<file path="src/rtl/counter_pkg.sv">
// Shared constants and next-action encoding for
// the falling-edge modulo up counter.
package counter_pkg;

    localparam int DEF_WIDTH   = 3;
    localparam int DEF_RST_VAL = 0;

    typedef enum logic [1:0] {
        ACT_HOLD = 2'd0,
        ACT_LOAD = 2'd1,
        ACT_INC  = 2'd2,
        ACT_WRAP = 2'd3
    } act_e;

endpackage

</file>
<file path="src/rtl/cnt_next_state.sv">
// Next-count decode: picks load/inc/wrap/hold
// and produces the next q value.
module cnt_next_state
    import counter_pkg::*;
#(
    parameter int WIDTH = DEF_WIDTH
) (
    input  logic [WIDTH-1:0] q,
    input  logic [WIDTH-1:0] limit,
    input  logic [WIDTH-1:0] din,
    input  logic             en,
    input  logic             load,
    output logic [WIDTH-1:0] q_nxt,
    output act_e             act
);

    logic hit;

    // wrap on a limit match, or on natural rollover
    // when q has been loaded past the limit
    assign hit = (q == limit) || (q == {WIDTH{1'b1}});

    // action decode; load beats enable
    always_comb begin
        act = ACT_HOLD;
        unique case (1'b1)
            load:              act = ACT_LOAD;
            (!load && en && hit):  act = ACT_WRAP;
            (!load && en && !hit): act = ACT_INC;
            (!load && !en):    act = ACT_HOLD;
        endcase
    end

    // next count from the chosen action
    always_comb begin
        q_nxt = q;
        unique case (act)
            ACT_LOAD: q_nxt = din;
            ACT_WRAP: q_nxt = '0;
            ACT_INC:  q_nxt = q + WIDTH'(1);
            ACT_HOLD: q_nxt = q;
        endcase
    end

endmodule

</file>
<file path="src/rtl/negedge_mod_up_counter.sv">
// Falling-edge loadable modulo up counter with
// combinational carry and sticky wrap flag.
module negedge_mod_up_counter
    import counter_pkg::*;
#(
    parameter int WIDTH   = DEF_WIDTH,
    parameter int RST_VAL = DEF_RST_VAL
) (
    input  logic             clk,
    input  logic             rst,
    input  logic             en,
    input  logic             load,
    input  logic [WIDTH-1:0] din,
    input  logic [WIDTH-1:0] limit,
    input  logic             ovf_clr,
    output logic [WIDTH-1:0] q,
    output logic             tc,
    output logic             ovf
);

    localparam logic [WIDTH-1:0] RST_Q = WIDTH'(RST_VAL);

    logic [WIDTH-1:0] q_nxt;
    act_e             act;
    logic             wrap;

    cnt_next_state #(
        .WIDTH (WIDTH)
    ) u_next (
        .q     (q),
        .limit (limit),
        .din   (din),
        .en    (en),
        .load  (load),
        .q_nxt (q_nxt),
        .act   (act)
    );

    assign wrap = (act == ACT_WRAP);

    // carry is gated by rst so a cascade stays quiet in reset
    assign tc = rst && en && !load && (q == limit);

    // count register, falling edge, async active-low reset
    always_ff @(negedge clk or negedge rst) begin
        if (!rst) q <= RST_Q;
        else      q <= q_nxt;
    end

    // sticky wrap flag; a wrap beats a same-edge clear
    always_ff @(negedge clk or negedge rst) begin
        if (!rst)         ovf <= 1'b0;
        else if (wrap)    ovf <= 1'b1;
        else if (ovf_clr) ovf <= 1'b0;
    end

endmodule

</file>
<file path="config.mk">
export PLATFORM = sky130hd
export DESIGN_NAME = negedge_mod_up_counter
export DESIGN_NICKNAME = d
export VERILOG_FILES = /design/src/rtl/counter_pkg.sv /design/src/rtl/cnt_next_state.sv /design/src/rtl/negedge_mod_up_counter.sv
export SDC_FILE = /design/constraint.sdc
export NUM_CORES = 1
export LEC_CHECK = 0
export ABC_AREA = 0
export CORE_AREA = 5 5 42 44
export CTS_BUF_LIST = sky130_fd_sc_hd__clkbuf_8
export DETAILED_ROUTE_END_ITERATION = 10
export DIE_AREA = 0 0 47 49
export GPL_ROUTABILITY_DRIVEN = 0
export GPL_TIMING_DRIVEN = 0
export HOLD_SLACK_MARGIN = 0.08
export PLACE_DENSITY_LB_ADDON = 0.15
export SLEW_MARGIN = 20
export SYNTH_ARGS = -nofsm -noshare
export SYNTH_HDL_FRONTEND = slang
export SYNTH_HIERARCHICAL = 1
export SYNTH_SLANG_ARGS = --single-unit
</file>
<file path="constraint.sdc">
create_clock -name clk -period 1.4 [get_ports clk]
set_input_delay 0.28 -clock clk [delete_from_list [all_inputs] [get_ports clk]]
set_output_delay 0.28 -clock clk [all_outputs]
set_load 0.05 [all_outputs]
</file>
======== Yosys cells after proc, flatten, opt, wreduce, memory -nomap -nowiden ========
Cells that the tools add are included.
W data, S select, Z words.
operators by class
  add/subtract/negate cells ............... 1
  equal/unequal tests ..................... 5
  multiplexer cells ....................... 4
  reduce and logical (&&, ||, !) cells .... 13
operators by type and width
  operator               number
  $pmux W3 S3            1
  $pmux W2 S4            1
  $logic_and A1 B1 Y1    7
  $eq A2 B2 Y1 const B   2
  $add A3 B1 Y3 const B  1
  $eq A3 B3 Y1           1
  $eq A3 B3 Y1 const B   1
  $logic_not A1 Y1       3
  $eq A2 B1 Y1 const B   1
  $logic_not A2 Y1       1
  $mux W1                2
  $reduce_bool A2 Y1     1
  $logic_or A1 B1 Y1     1
word-level totals
  register bits ........................... 4
  input bits .............................. 11
  output and inout bits ................... 5
  logic and storage cells ................. 25

======== Depth between registers and ports, before layout ========
Gate-level depths: netlist of the first run.
  word-level depth ........................ 7
  mapped depth ............................ 7
  gate-level depth less buffers ........... 7

======== By module ========
Netlist of the first run, hierarchy kept.
modules (own cells, without submodules)
  module                  instances  cells an instance  area an instance (µm²)  seq. area each (µm²)
  negedge_mod_up_counter  1          12                 158.9                   100.1
  cnt_next_state          1          23                 153.9                   0.0

==> results.cfg, run 1 <==
[run_status]
status = finished, violations left
violations = setup timing

[timing]
hold_viol = 0
slew_viol_final = 0
clock_skew_ns = 0.00138
setup_violations = 9
timing.max_slew.rel_slack_pct = 81.0
tightest_slew_ns = 0.284
rsz0062_at_grt = true
setup_ws_ns = -0.838

[clock_network]
cts_buffer_depth = 2
clk_pin_slew_ns = 0.03
cts-buffers-inserted = 3
clock_sinks = 4
cts-root-buf = clkbuf_8
clock_latency_ns = 0.24
cts_tree = built
h-tree-depth = 1

[layout]
fin_area_um2 = 821
drive_gt1_share_pct = 61.8
final_common_cell = buf_6
diodes = 0
layout_common_cells = buf_6, buf_4
area_growth_syn_to_layout_pct = 162
stdcell_count = 84
nets = 83

[synth]
ys_top_cells_by_area = dfrtn_1, xor2_1, ha_1
synth.yosys.seq_area_share_pct = 32.0
ys_seq_elements = 4
syn_nets = 48
yosys_warnings = 6
synth_cells = 35
postSynthAreaPerCell_um2 = 8.94
syn-cell-area_um2 = 313
ys_types = 18
synth_top_cell_by_area = dfrtn_1
synth_top_area_share_pct = 32.0

[setup_path]
crit_path_cell_trace = xor2_2, nor4_4, buf_6
r2r_start = q[0]
crit_family = flip-flops
reg2regPathDepth = 11
cp_num_buf_inv = 1
rrSetupSlack_ns = -0.31
path_max_fanout = 2
crit_required_ns = 1.12
slowest_delay_ns = 0.44
r2r-end = ovf
cpMaxStageDelayCell = dfrtn_1
worstSetupPathType = reg -> out
critPathArrivalTime_ns = 1.96
critPathLaunchType = flip-flop
endpoint_kind = output port

[power]
peakVddDrop_v = 0.000576
p_per_area_mw_per_mm2 = 996
p_leak_nw = 0.344
p_total_w = 0.000818

[floorplan]
row_count = 14
core_area_mm2 = 0.00140
die_area_mm2 = 0.00230
ios = 16
die_w_um = 47
die_h_um = 49
start_util_pct = 22.3

[detailed_routing]
routedWlPerCell_um = 13.8
drcViolationCount = 0
drt_iter0_drc = 7
vias = 385
wirelength_um = 1160
drtAntennaViolNets = 0
viasPerCell = 4.58
dr.pass1.iters = 4

[hold_path]
min_from = ovf
min_to = ovf
min-delay-path-class = reg -> reg
worstHoldPathCells = 3

[global_route]
antenna_found_initial = 0
overflow = 0
grt_pass1_vias = 420
grt_max_degree = 9
grt_usage_pct = 11.4
grt_first_pass_wirelength_um = 1870

[place]
placed_area_um2 = 499
dp_hpwl_um = 643
dp.cells = 66
portBuffers = 15

[run]
maxCapViolCount = 0
worst max path at each step:
stage / startpoint / to / slack [ns] / cells after the start
2_1_floorplan: q[0] / tc / -1.20 / 2
3_3_place_gp: q[0] / tc / -1.33 / 3
3_5_place_dp: q[0] / tc / -1.33 / 3
4_1_cts: q[1] / tc / -0.84 / 3
5_1_grt: q[0] / tc / -0.88 / 3
6_report: q[0] / tc / -0.84 / 3
kinds of logic after synthesis:
kind of cell,count (synthesis),share of synthesized area (%)
simple gates,11,20.0
compound gates,9,19.2
xor+xnor,6,16.8
flops,4,32.0
buf+inv,3,4.00
fa+ha+maj,2,8.00
flip-flops by register name, summed over array words and instances (netlist names):
| name | flops |
|---|---|
| q | 3 |
| ovf | 1 |
through the flow:
| stage | hold slack [ns] | worst slack, ns | utilization, % | TNS [ns] |
|---|---|---|---|---|
| after global placement | 0.507 | -1.33 | 35.6 | -8.56 |
| after floorplan | 0.576 | -1.20 | - | -3.55 |
| after CTS | 0.509 | -0.837 | 56.7 | -3.73 |
| after global routing | 0.645 | -0.883 | 58.6 | -4.68 |
| after detailed placement | 0.521 | -1.33 | 35.6 | -8.48 |
| final | 0.592 | -0.838 | 58.6 | -4.24 |
cell type report:
cell class | instances | area, um^2
Tap cell | 16 | 20.0
Clock buffer | 3 | 41.3
Buffer | 1 | 13.8
Timing Repair Buffer | 30 | 309
Fill cell | 115 | 581
Sequential cell | 4 | 100
Multi-Input combinational cell | 28 | 327
Inverter | 2 | 10.0
Yosys cell counts:
cell type / count
o31ai_2: 1
nor4_2: 1
nand3b_1: 1
a21o_1: 1
ha_1: 2
nor2b_1: 1
o21ai_0: 4
nor3_1: 1
inv_1: 2
nand2_1: 3
a21oi_1: 1
dfrtn_1: 4
xor2_1: 6
nand3_1: 1
nor2_1: 2
clkbuf_2: 1
a22oi_1: 2
nor3b_1: 1
power breakdown:
group	internal (W)	switching (W)
sequential	0.000133	0.0000152
combinational	0.000220	0.000205
clock	0.000183	0.0000614
repair_timing:
action | in CTS | in global routing
endpoints found under the setup margin | 9 | 9
resized for setup | 91 | 1
hold buffers | 0 | 0
pin swaps | 11 | 3
setup buffers | 12 | 3
worst register-to-register path: cells and delay by family, from the launching register on:
kind	cells	cell delay [ns]
buffers and inverters	5	0.54
DFF	1	0.36
adders and majority gates	2	0.32
AOI/OAI and AO/OA	3	0.28
and+or+nand+nor	1	0.06
layer usage:
metal	GRT usage, %	share of wire (%)	vias to the layer above
li1	-	-	185
met1	12.2	35	178
met2	19.7	55	18
met3	2.95	7.2	4
met4	5.07	1.8	0
met5	0	0	-
No activity file was read; power rests on OpenSTA's default activity.
==> inputs of run 2 (changes only) <==
- CTS_BUF_LIST: sky130_fd_sc_hd__clkbuf_8 -> not set
==> run 2 against run 1 <==
  * The run still ends with setup timing left
  * Clock-buffer cell count did not move
  * Sequential cell count did not move
  * Die area did not move
  * Utilization fell by 1.9 points
  * Total power fell by 12%
  * Global-route usage fell by 0.35 points
  * Combinational power barely moved
  * Highest routed layer is now met3
  * Final cell count fell by 1.2%
  * Final area fell by 3.2%
  * Non-clock buffer count fell by 1
  * First-iteration DRC count fell by 43%
==> results.cfg, run 2 (synthesis gave the netlist of run 1 again) <==
[setup_path]
path_max_fanout = 3
crit_required_ns = 1.12
critPathArrivalTime_ns = 1.97
reg2regPathDepth = 8
critPathLaunchType = flip-flop
endpoint_kind = output port
worstSetupPathType = reg -> out

[power]
peakVddDrop_v = 0.000409
p_leak_nw = 0.331
p_per_area_mw_per_mm2 = 905

[layout]
fillers = 113
regMostFlops = q
reg_top3 = q x3, ovf x1
diodes = 0
area_growth_syn_to_layout_pct = 154
drive_gt1_share_pct = 62.7
final_util_pct = 56.7
stdcell_count = 83
nets = 82
regArea_um2 = 100
layout_common_cells = buf_4, buf_6
largest_reg_flops = 3
multiInputGateArea_um2 = 334

[floorplan]
row_count = 14
die_w_um = 47
start_util_pct = 22.3
die_area_mm2 = 0.00230
die_h_um = 49
ios = 16
core_area_mm2 = 0.00140

[timing]
setup_violations = 9
timing.max_slew.rel_slack_pct = 83.5
slew_viol_final = 0
clock_skew_ns = 0.00112
setup_ws_ns = -0.846
hold_viol = 0
rsz0062_at_grt = true
tightest_slew_ns = 0.247

[global_route]
antenna_found_initial = 0
grtUsageMet3_pct = 2.58
grt_util_met1_pct = 12.0
met2_usage_pct = 18.8
top_usage_layer = met2
grt_pass1_vias = 430
grt_usage_pct = 11.0
grt_max_degree = 9
grt_first_pass_wirelength_um = 1800
overflow = 0

[detailed_routing]
routedWlPerCell_um = 14.9
drt_iter0_drc = 4
drtAntennaViolNets = 0
dr.pass1.iters = 3
drcViolationCount = 0
vias = 375
viasPerCell = 4.52
wirelength_um = 1230

[clock_network]
clk_pin_slew_ns = 0.03
cts-root-buf = clkbuf_4
cts_tree = built
h-tree-depth = 1
clock_sinks = 4
cts_buffer_depth = 2
cts-buffers-inserted = 3
cts_hold_buf = 0
clock_latency_ns = 0.25

[place]
portBuffers = 15
dp_hpwl_um = 643
dp.cells = 66

[run_status]
violations = setup timing
status = finished, violations left

[run]
maxCapViolCount = 0

[hold_path]
worstHoldPathCells = 3
min-delay-path-class = reg -> reg
## run 2: cell count changes in the layout (fill, tap and decap cells not counted), sizes merged
cell,delta
buf,-1
## run 2: cell type report
| class | count | area share [%] |
|---|---|---|
| inverter | 2 | 1.26 |
| tap | 16 | 2.52 |
| timing repair buffer | 29 | 37.0 |
| multi-input combinational | 28 | 42.0 |
| sequential | 4 | 12.6 |
| buffer | 1 | 1.73 |
| clock buffer | 3 | 2.83 |
## run 2: worst max-delay path: stages (launching register included)
cell and delay, ns:
dfrtn_1 0.49, xor2_2 0.11, nor4_4 0.22, buf_6 0.19
## run 2: metrics by stage
stage,cell area [um^2],hold slack (ns),worst slack (ns),power [W],setup TNS [ns]
after global routing,795,0.654,-0.890,0.000761,-4.78
final,795,0.601,-0.846,0.000719,-4.40
after floorplan,329,0.576,-1.20,0.000291,-3.55
after detailed placement,499,0.521,-1.33,0.000376,-8.48
after CTS,764,0.509,-0.849,0.000693,-3.77
after global placement,499,0.507,-1.33,0.000378,-8.56
## run 2: report_power, final
| group | internal, W | switching [W] | total [W] |
|---|---|---|---|
| Sequential | 0.000133 | 0.0000190 | 0.000152 |
| Clock | 0.0000960 | 0.0000492 | 0.000145 |
| Combinational | 0.000215 | 0.000208 | 0.000422 |
| Total | 0.000443 | 0.000276 | 0.000719 |
## run 2: what timing repair did
action | 4_1_cts | 5_1_grt
gates cloned | 0 | 0
pin swaps | 11 | 4
endpoints found under the setup margin | 9 | 9
gates resized for setup | 88 | 4
setup buffers | 12 | 3
## run 2: final timing paths
check	start	end	slack, ns
min reg2reg	ovf	ovf	0.60
min in group asynchronous	rst	q[0]	0.83
max	q[2]	tc	-0.85
max reg2reg	q[0]	q[2]	-0.33
min	ovf	ovf	0.60
max in group asynchronous	rst	q[2]	0.36
## run 2: metal layers
layer / up-vias / wire [um]
met1: 182 / 432
met2: 12 / 736
li1: 181 / -
met3: 0 / 66
met4: 0 / 0
met5: - / 0
==> inputs of run 3 (changes only) <==
- SLEW_MARGIN: 20 -> not set
==> results of run 3 <==
The final DEF is identical to that of run 2; final timing and power are the same.
